**src/rtl/mvm_par_stream.sv**
```systemverilog
// mvm_par_stream: y = A*x using P parallel MAC lanes, with a resident matrix and valid/ready load/result streams
module mvm_par_stream #(
    parameter int K    = 4,
    parameter int P    = 2,
    parameter int B    = 8,
    parameter int PIPE = 0,
    parameter int SAT  = 1
) (
    input  logic                  clk,
    input  logic                  reset,
    input  logic                  loadMatrix,
    input  logic                  loadVector,
    input  logic                  start,
    input  logic                  s_valid,
    output logic                  s_ready,
    input  logic signed [B-1:0]   data_in,
    output logic                  m_valid,
    input  logic                  m_ready,
    output logic signed [2*B-1:0] data_out,
    output logic                  busy,
    output logic                  done
);
    localparam int G  = K / P;
    localparam int L  = K + 2 + PIPE;
    localparam int KW = $clog2(K);
    localparam int PW = P > 1 ? $clog2(P) : 1;
    localparam int GW = G > 1 ? $clog2(G) : 1;
    localparam int AW = $clog2(G * K);
    localparam int CW = $clog2(L);
    localparam int SW = 2 * B + $clog2(K);

    typedef enum logic [2:0] {IDLE, LOAD_A, LOAD_X, COMPUTE, OUTPUT} state_t;

    state_t                state, state_d;
    logic                  a_ok, x_ok;
    logic [KW-1:0]         ld_r, ld_c, out_cnt;
    logic [PW-1:0]         ld_b;
    logic [GW-1:0]         ld_g, grp;
    logic [CW-1:0]         cyc;
    logic signed [B-1:0]   a_mem [P][G*K];
    logic signed [B-1:0]   x_mem [K];
    logic signed [B-1:0]   a_q [P];
    logic signed [B-1:0]   x_q;
    logic signed [2*B-1:0] prod [P];
    logic signed [2*B-1:0] prod_r [P];
    logic signed [2*B-1:0] term [P];
    logic signed [SW-1:0]  acc [P];
    logic signed [2*B-1:0] y [K];
    logic                  xfer, last_col, group_end, accum;

    assign s_ready   = state == LOAD_A || state == LOAD_X;
    assign xfer      = s_ready && s_valid;
    assign busy      = state != IDLE;
    assign m_valid   = state == OUTPUT;
    assign data_out  = m_valid ? y[out_cnt] : '0;
    assign last_col  = ld_c == KW'(K - 1);
    assign group_end = cyc == CW'(L - 1);
    // terms reach the accumulator one read latency (plus the optional product stage) after issue
    assign accum     = int'(cyc) >= 1 + PIPE && int'(cyc) <= K + PIPE;

    function automatic logic signed [2*B-1:0] wb(input logic signed [SW-1:0] v);
        logic ovf;
        ovf = !(&v[SW-1:2*B-1]) && |v[SW-1:2*B-1];
        return SAT != 0 && ovf ? {v[SW-1], {(2*B-1){!v[SW-1]}}} : v[2*B-1:0];
    endfunction

    always_comb begin
        state_d = state;
        case (state)
            IDLE:
                if (loadMatrix) state_d = LOAD_A;
                else if (loadVector) state_d = LOAD_X;
                else if (start && a_ok && x_ok) state_d = COMPUTE;
            LOAD_A:  if (xfer && last_col && ld_r == KW'(K - 1)) state_d = IDLE;
            LOAD_X:  if (xfer && last_col) state_d = IDLE;
            COMPUTE: if (group_end && grp == GW'(G - 1)) state_d = OUTPUT;
            OUTPUT:  if (m_ready && out_cnt == KW'(K - 1)) state_d = IDLE;
            default: state_d = IDLE;
        endcase
    end

    always_ff @(posedge clk) begin
        if (reset) begin
            state   <= IDLE;
            a_ok    <= 1'b0;
            x_ok    <= 1'b0;
            done    <= 1'b0;
            ld_r    <= '0;
            ld_c    <= '0;
            ld_b    <= '0;
            ld_g    <= '0;
            grp     <= '0;
            cyc     <= '0;
            out_cnt <= '0;
        end else begin
            state <= state_d;
            done  <= state == OUTPUT && state_d == IDLE;
            if (state == LOAD_A && state_d == IDLE) a_ok <= 1'b1;
            if (state == LOAD_X && state_d == IDLE) x_ok <= 1'b1;
            if (xfer) begin
                ld_c <= last_col ? '0 : ld_c + 1'b1;
                if (state == LOAD_A && last_col) begin
                    ld_r <= ld_r == KW'(K - 1) ? '0 : ld_r + 1'b1;
                    ld_b <= ld_b == PW'(P - 1) ? '0 : ld_b + 1'b1;
                    if (ld_b == PW'(P - 1)) ld_g <= ld_g == GW'(G - 1) ? '0 : ld_g + 1'b1;
                end
            end
            if (state == COMPUTE) begin
                cyc <= group_end ? '0 : cyc + 1'b1;
                if (group_end) grp <= grp == GW'(G - 1) ? '0 : grp + 1'b1;
            end
            if (m_valid && m_ready) out_cnt <= out_cnt == KW'(K - 1) ? '0 : out_cnt + 1'b1;
        end
    end

    always_comb begin
        for (int l = 0; l < P; l++) begin
            prod[l] = a_q[l] * x_q;
            term[l] = PIPE != 0 ? prod_r[l] : prod[l];
        end
    end

    // row r lives in bank r%P at (r/P)*K+c, so lane l of group g reads row g*P+l
    always_ff @(posedge clk) begin
        if (xfer && state == LOAD_A) a_mem[ld_b][AW'(int'(ld_g) * K + int'(ld_c))] <= data_in;
        if (xfer && state == LOAD_X) x_mem[ld_c] <= data_in;
        if (state == COMPUTE && int'(cyc) < K) begin
            x_q <= x_mem[KW'(cyc)];
            for (int l = 0; l < P; l++) a_q[l] <= a_mem[l][AW'(int'(grp) * K + int'(cyc))];
        end
        for (int l = 0; l < P; l++) begin
            prod_r[l] <= prod[l];
            if (cyc == '0) acc[l] <= '0;
            else if (accum) acc[l] <= acc[l] + {{(SW-2*B){term[l][2*B-1]}}, term[l]};
            if (state == COMPUTE && group_end) y[KW'(int'(grp) * P + l)] <= wb(acc[l]);
        end
    end
endmodule

```
**config.mk**
```make
export PLATFORM = sky130hd
export DESIGN_NAME = mvm_par_stream
export DESIGN_NICKNAME = d
export VERILOG_FILES = /design/src/rtl/mvm_par_stream.sv
export SDC_FILE = /design/constraint.sdc
export NUM_CORES = 1
export LEC_CHECK = 0
export CAP_MARGIN = 20
export CORE_MARGIN = 4
export CORE_UTILIZATION = 50
export CTS_CLUSTER_SIZE = 24
export DETAILED_ROUTE_END_ITERATION = 6
export PLACE_DENSITY = 0.7
export SYNTH_ARGS = -nofsm -noshare
export SYNTH_HDL_FRONTEND = slang
export SYNTH_SLANG_ARGS = --single-unit
```
**constraint.sdc**
```tcl
create_clock -name clk -period 11.7 [get_ports clk]
set_input_delay 2.34 -clock clk [delete_from_list [all_inputs] [get_ports clk]]
set_output_delay 2.34 -clock clk [all_outputs]
set_load 0.05 [all_outputs]
```
# [Yosys cells after proc, flatten, opt, wreduce, memory -nomap -nowiden]
# Memory sizes are Yosys's and may differ from the RTL's. A register that Yosys moved wholly into a read port is not among the register bits.
# Cells that the tools add are included.
[totals] ff_bits=18 mem_bits_rw=276 out_inout_bits=20 n_memories=5
[op_classes] n_addsub=12 multipliers=2 n_lt_le_gt_ge=6 eq_ne=8 n_mux=43 n_bitwise=4 n_reduce_logical=36
[memory_table] memory="a_mem" depth=2 width=64 rd=2 rd_clocked_by_memory_dff=0 wr=1 line_no="40" text="logic signed [B-1:0] a_mem [P][G*K];"
[memory_table] memory="y" depth=4 width=16 rd=1 rd_clocked_by_memory_dff=1 wr=2 line_no="48" text="logic signed [2*B-1:0] y [K];"
[memory_table] memory="acc" depth=2 width=18 rd=2 rd_clocked_by_memory_dff=0 wr=2 line_no="47" text="logic signed [SW-1:0] acc [P];"
[memory_table] memory="x_mem" depth=4 width=8 rd=1 rd_clocked_by_memory_dff=1 wr=1 line_no="41" text="logic signed [B-1:0] x_mem [K];"
[memory_table] memory="a_q" depth=2 width=8 rd=2 rd_clocked_by_memory_dff=0 wr=2 line_no="42" text="logic signed [B-1:0] a_q [P];"
[op_table] op="two-way mux 64 bit" n=1
[op_table] op="binary-select mux 8 bit (select 3 bit)" n=2
[op_table] op="two-way mux 16 bit" n=3
[op_table] op="two-way mux 8 bit" n=5
[op_table] op="adder 18 bit" n=2
[op_table] op="two-way mux 18 bit" n=2
[op_table] op="multiplier 8 x 8 -> 16 bit" n=2
[op_table] op="demux 8 bit (select 3 bit)" n=1
[op_table] op="two-way mux 3 bit" n=8
[op_table] op="logical AND 1 bit" n=20
[op_table] op="two-way mux 1 bit" n=15
[op_table] op="one-hot mux 3 bit (5 select lines)" n=1
[op_table] op="two-way mux 2 bit" n=5
[op_table] op="zero test 3 bit" n=3
[op_table] op="AND reduction 3 bit" n=3
[op_table] op="adder 2 x 1 -> 2 bit, second input constant" n=4
[op_table] op="greater-or-equal comparator 3 x 4 -> 1 bit, second input constant" n=2
[op_table] op="== test 2 bit, second input constant" n=3
[op_table] op="== test 3 x 2 -> 1 bit, second input constant" n=2
[op_table] op="== test 3 bit, second input constant" n=2
[op_table] op="inverter 3 bit" n=2
[op_table] op="OR reduction 3 bit" n=2
[op_table] op="zero test 1 bit" n=4
[op_table] op="AND reduction 2 bit" n=2
[op_table] op="12 further kinds" n=15

# [Depth between registers and ports, before layout]
[depth] depth_word=9 ltp_mapped=26

# [Worst setup path before layout]
# Ideal clock, no wire load.
[synth_path] kind="flip-flop to flip-flop" startpoint="register x_q[7], read port of x_mem" endpoint="memory acc[0][17] (netlist bit), data pin" setup_ps=267 t_arrival_ps=5665 path_slack_ps=5768 path_stages_with_launch=23 n_path_buf=1 path_cell_list="edfxtp_1 -> inv_1 -> clkbuf_1 -> nor2_1 -> fa_1 -> fa_1 -> fa_1 -> inv_1 -> fa_1 -> inv_1 -> ha_1 -> inv_1 -> o21ai_0 -> a21oi_1 -> o21ai_0 -> or4_1 -> nand3_1 -> ha_1 -> nor2b_1 -> or4_1 -> a21oi_1 -> o21ai_0 -> nor3b_2"
[synth_rtl] element="start, declared" line_no="43" text="logic signed [B-1:0] x_q;"
[synth_rtl] element="end, declared" line_no="47"

==> reports/qor.txt <==
status = finished clean
Synth top area share = 45.7%
Area contributors post-synth = edfxtp_1, fa_1, mux4_2
Yosys Warn Count = 0
CTS tree = built
pwr dens = 146 nW/um^2
# DRC = 0
DRT Pass-1 Iters = 5
Final ANT Viol Nets = 0
Slowest cell on crit path = fa_1
Die ar. = 40500 sq um
multi-input logic area = 9080 sq um
DP Area = 19700 sq um
gr usage total = 18.1%
min cycle time layout = 6.29 ns
setup tns final = 0 ns
Slowest Stage Delay on Critical Path = 0.54 ns
Clock power frac = 32.4%
clk slew on worst S/H paths = 0.06 ns
Net Sw Frac = 29.8%
Setup-failing EPs final = 0
routed vias = 11300
CTS Buf Count = 34
ys flop type = edfxtp_1
Reg area = 8930 sq um
Critical Path End Type = flip-flop
number of placement rows = 70
GRT overflow = 0
clock latency on the worst-skew pair = 0.54 ns
HPWL Detailed = 25900 um
Max Cap Viol = 0
root buffer cell = clkbuf_16
Area growth, synth to finish = 11.4%
Slew @ Worst Pin = 1.05 ns
drt initial violations = 642
hold slack = 0.500 ns
setup bufs post-CTS = 0
routed wire length per instance = 16.9 um
IO Count = 35
vias in the first global route = 11400
cell count after synthesis = 1526
Sink Count = 304
Worst IR Drop VDD = 154 uV
Post-Syn Area = 18700 sq um
number of H-tree levels = 2
final period utilization = 53.8%
ANT cells = 0
register area share after synthesis = 47.8%
Design Area, Final = 20800 sq um
Fmax = 159 MHz
Final Hold Viols = 0
number of distinct library cells after synthesis = 61
Comb pwr share = 26.2%
nets@finish = 1839
internal power = 2.14 mW
Slew HR = 29.9%
RePlAce Congestion = 0.891
core area = 36700 sq um
Seq cells post-synth = 304
largest area contributor in the synthesized netlist = edfxtp_1
Critical Path RT = 11.97 ns
Die H = 201 um
CP cell instances = inv_1, nor2_1, fa_1, fa_1, fa_1, inv_1, fa_1, inv_1, ha_1, inv_1, o21ai_0, a21oi_1, o21ai_0, xor2_1, ha_1, a21o_1, a21oi_1, nor2b_1, or4_1, a21oi_1, o21ai_0, nor3b_2
via/cell ratio = 5.36
Crit Path Category = flip-flop to flip-flop
leakage = 8.35 nW
average size of a mapped cell = 12.2 sq um
worst hold path type = flip-flop to flip-flop
unrepaired setup endpoints after global routing = false
DP Cell Count = 2044
Final Max Tran Viols = 0
Resize count post-CTS = 0
Starting Density = 50.9%
critical path peak fanout = 12
fillcell total = 2953
NetSw = 0.908 mW
Crit path arrival time = 6.56 ns
Seq pwr share = 41.4%
final WL = 35700 um
Port Buf Inserts = 34
asr flop ratio synth = 0%
worst-case clock buffer depth = 3
Finished Layout Cells = 2106
Post-synth EDFFs = 284
Hold Buf Count CTS = 0
Tot Pwr = 3.05 mW
first-pass GRT wire length = 59100 um
Worst Clk Skew = 0.0145 ns
Worst Setup Start Kind = flip-flop
initial antenna violation count = 0
largest net degree at the start of global routing = 46
die width = 201 um
layout cells sized above 1 = 8.91%
-- area by class of cell --
cell class	instances	share of cell area, %
Inverter	187	3.37
Tap cell	468	2.82
Clock inverter	16	0.626
Clock buffer	44	4.27
Sequential cell	304	42.9
Timing Repair Buffer	47	2.30
Multi-Input combinational cell	1040	43.7
-- cells by family after synthesis --
logic type,after synthesis,share of synthesized area (%)
AOI/OAI and AO/OA,182,6.12
xor gates and xnor gates,61,2.93
adders and majority gates,210,18.6
buffers and inverters,245,4.97
DFF,304,47.8
muxes,77,7.99
other,1,0.0201
and+or+nand+nor,446,11.6
-- synth_stat cells (all sizes together), types with 6 or more instances --
master / number
xor2: 22
ha: 98
xnor2: 38
nand3: 6
nor2b: 9
and2: 95
nor2: 169
dfxtp: 20
edfxtp: 284
buf: 8
o21a: 11
o21bai: 7
nand2: 85
o21ai: 26
mux4: 56
a31oi: 8
a211oi: 11
a211o: 6
and3: 21
a21oi: 77
nand2b: 13
inv: 187
fa: 112
nor3: 20
a21o: 14
mux2: 16
clkbuf: 50
-- state kept, by name, indices dropped and copies added (netlist names), named ones only --
signal,cells
ld_g,1
done,1
cyc,3
grp,1
x_mem,32
out_cnt,2
x_q,8
ld_c,2
state,3
acc,36
x_ok,1
a_q,16
y,64
a_ok,1
ld_b,1
a_mem,128
ld_r,2
-- routing by layer --
metal | global-route usage, % | routed length (um) | up-vias
met4 | 4.98 | 735 | 0
met1 | 24.3 | 15600 | 5554
li1 | - | - | 5400
met2 | 30.8 | 17700 | 268
met5 | 0 | 0 | -
met3 | 3.03 | 1640 | 58
-- worst max-delay path: cells and delay by family, from the launching register on --
| family | cells | cell delay, ns |
|---|---|---|
| AO/OA/AOI/OAI | 7 | 1.28 |
| buffers and inverters | 4 | 0.53 |
| XOR/XNOR | 1 | 0.19 |
| AND/OR/NAND/NOR | 4 | 0.77 |
| flip-flops | 1 | 0.52 |
| adder cells (fa/ha/maj) | 6 | 2.76 |
-- power groups by stage --
stage               Sequential, mW  Clock [mW]  Combinational (mW)
floorplan                     1.26           0               0.647
global placement              1.28           0               0.777
detailed placement            1.28           0               0.790
CTS                           1.26        1.01               0.794
global route                  1.26        1.06               0.907
finish                        1.26       0.988               0.797
-- worst paths after layout --
check             startpoint    endpoint  slack [ns]  cells after the start
hold reg to reg         x_ok        x_ok        0.50                      2
setup reg to reg      x_q[7]  acc[0][17]        5.41                     22
hold / removal          x_ok        x_ok        0.50                      2
setup / recovery      x_q[7]  acc[0][17]        5.41                     22
-- placed cells by master (no fill, tap or decap), drive strengths merged, types with 11 or more instances in the layout --
| cell | n |
|---|---|
| nand2 | 85 |
| buf | 13 |
| a21oi | 77 |
| xnor2 | 38 |
| conb | 64 |
| xor2 | 22 |
| nand2b | 13 |
| mux4 | 56 |
| inv | 190 |
| o21a | 11 |
| nor2 | 169 |
| clkbuf | 44 |
| and2 | 95 |
| edfxtp | 284 |
| a211oi | 11 |
| a21o | 14 |
| fa | 112 |
| mux2 | 16 |
| o21ai | 26 |
| clkdlybuf4s50 | 34 |
| dfxtp | 20 |
| ha | 98 |
| and3 | 21 |
| nor3 | 20 |
-- through the flow --
step,worst slack [ns],util (%)
final,5.41,56.7
after global routing,4.94,56.7
after CTS,5.41,56.6
after detailed placement,5.42,53.8
after global placement,5.57,53.7
after floorplan,5.77,-
Note: power is estimated with default switching activity, not from simulation.
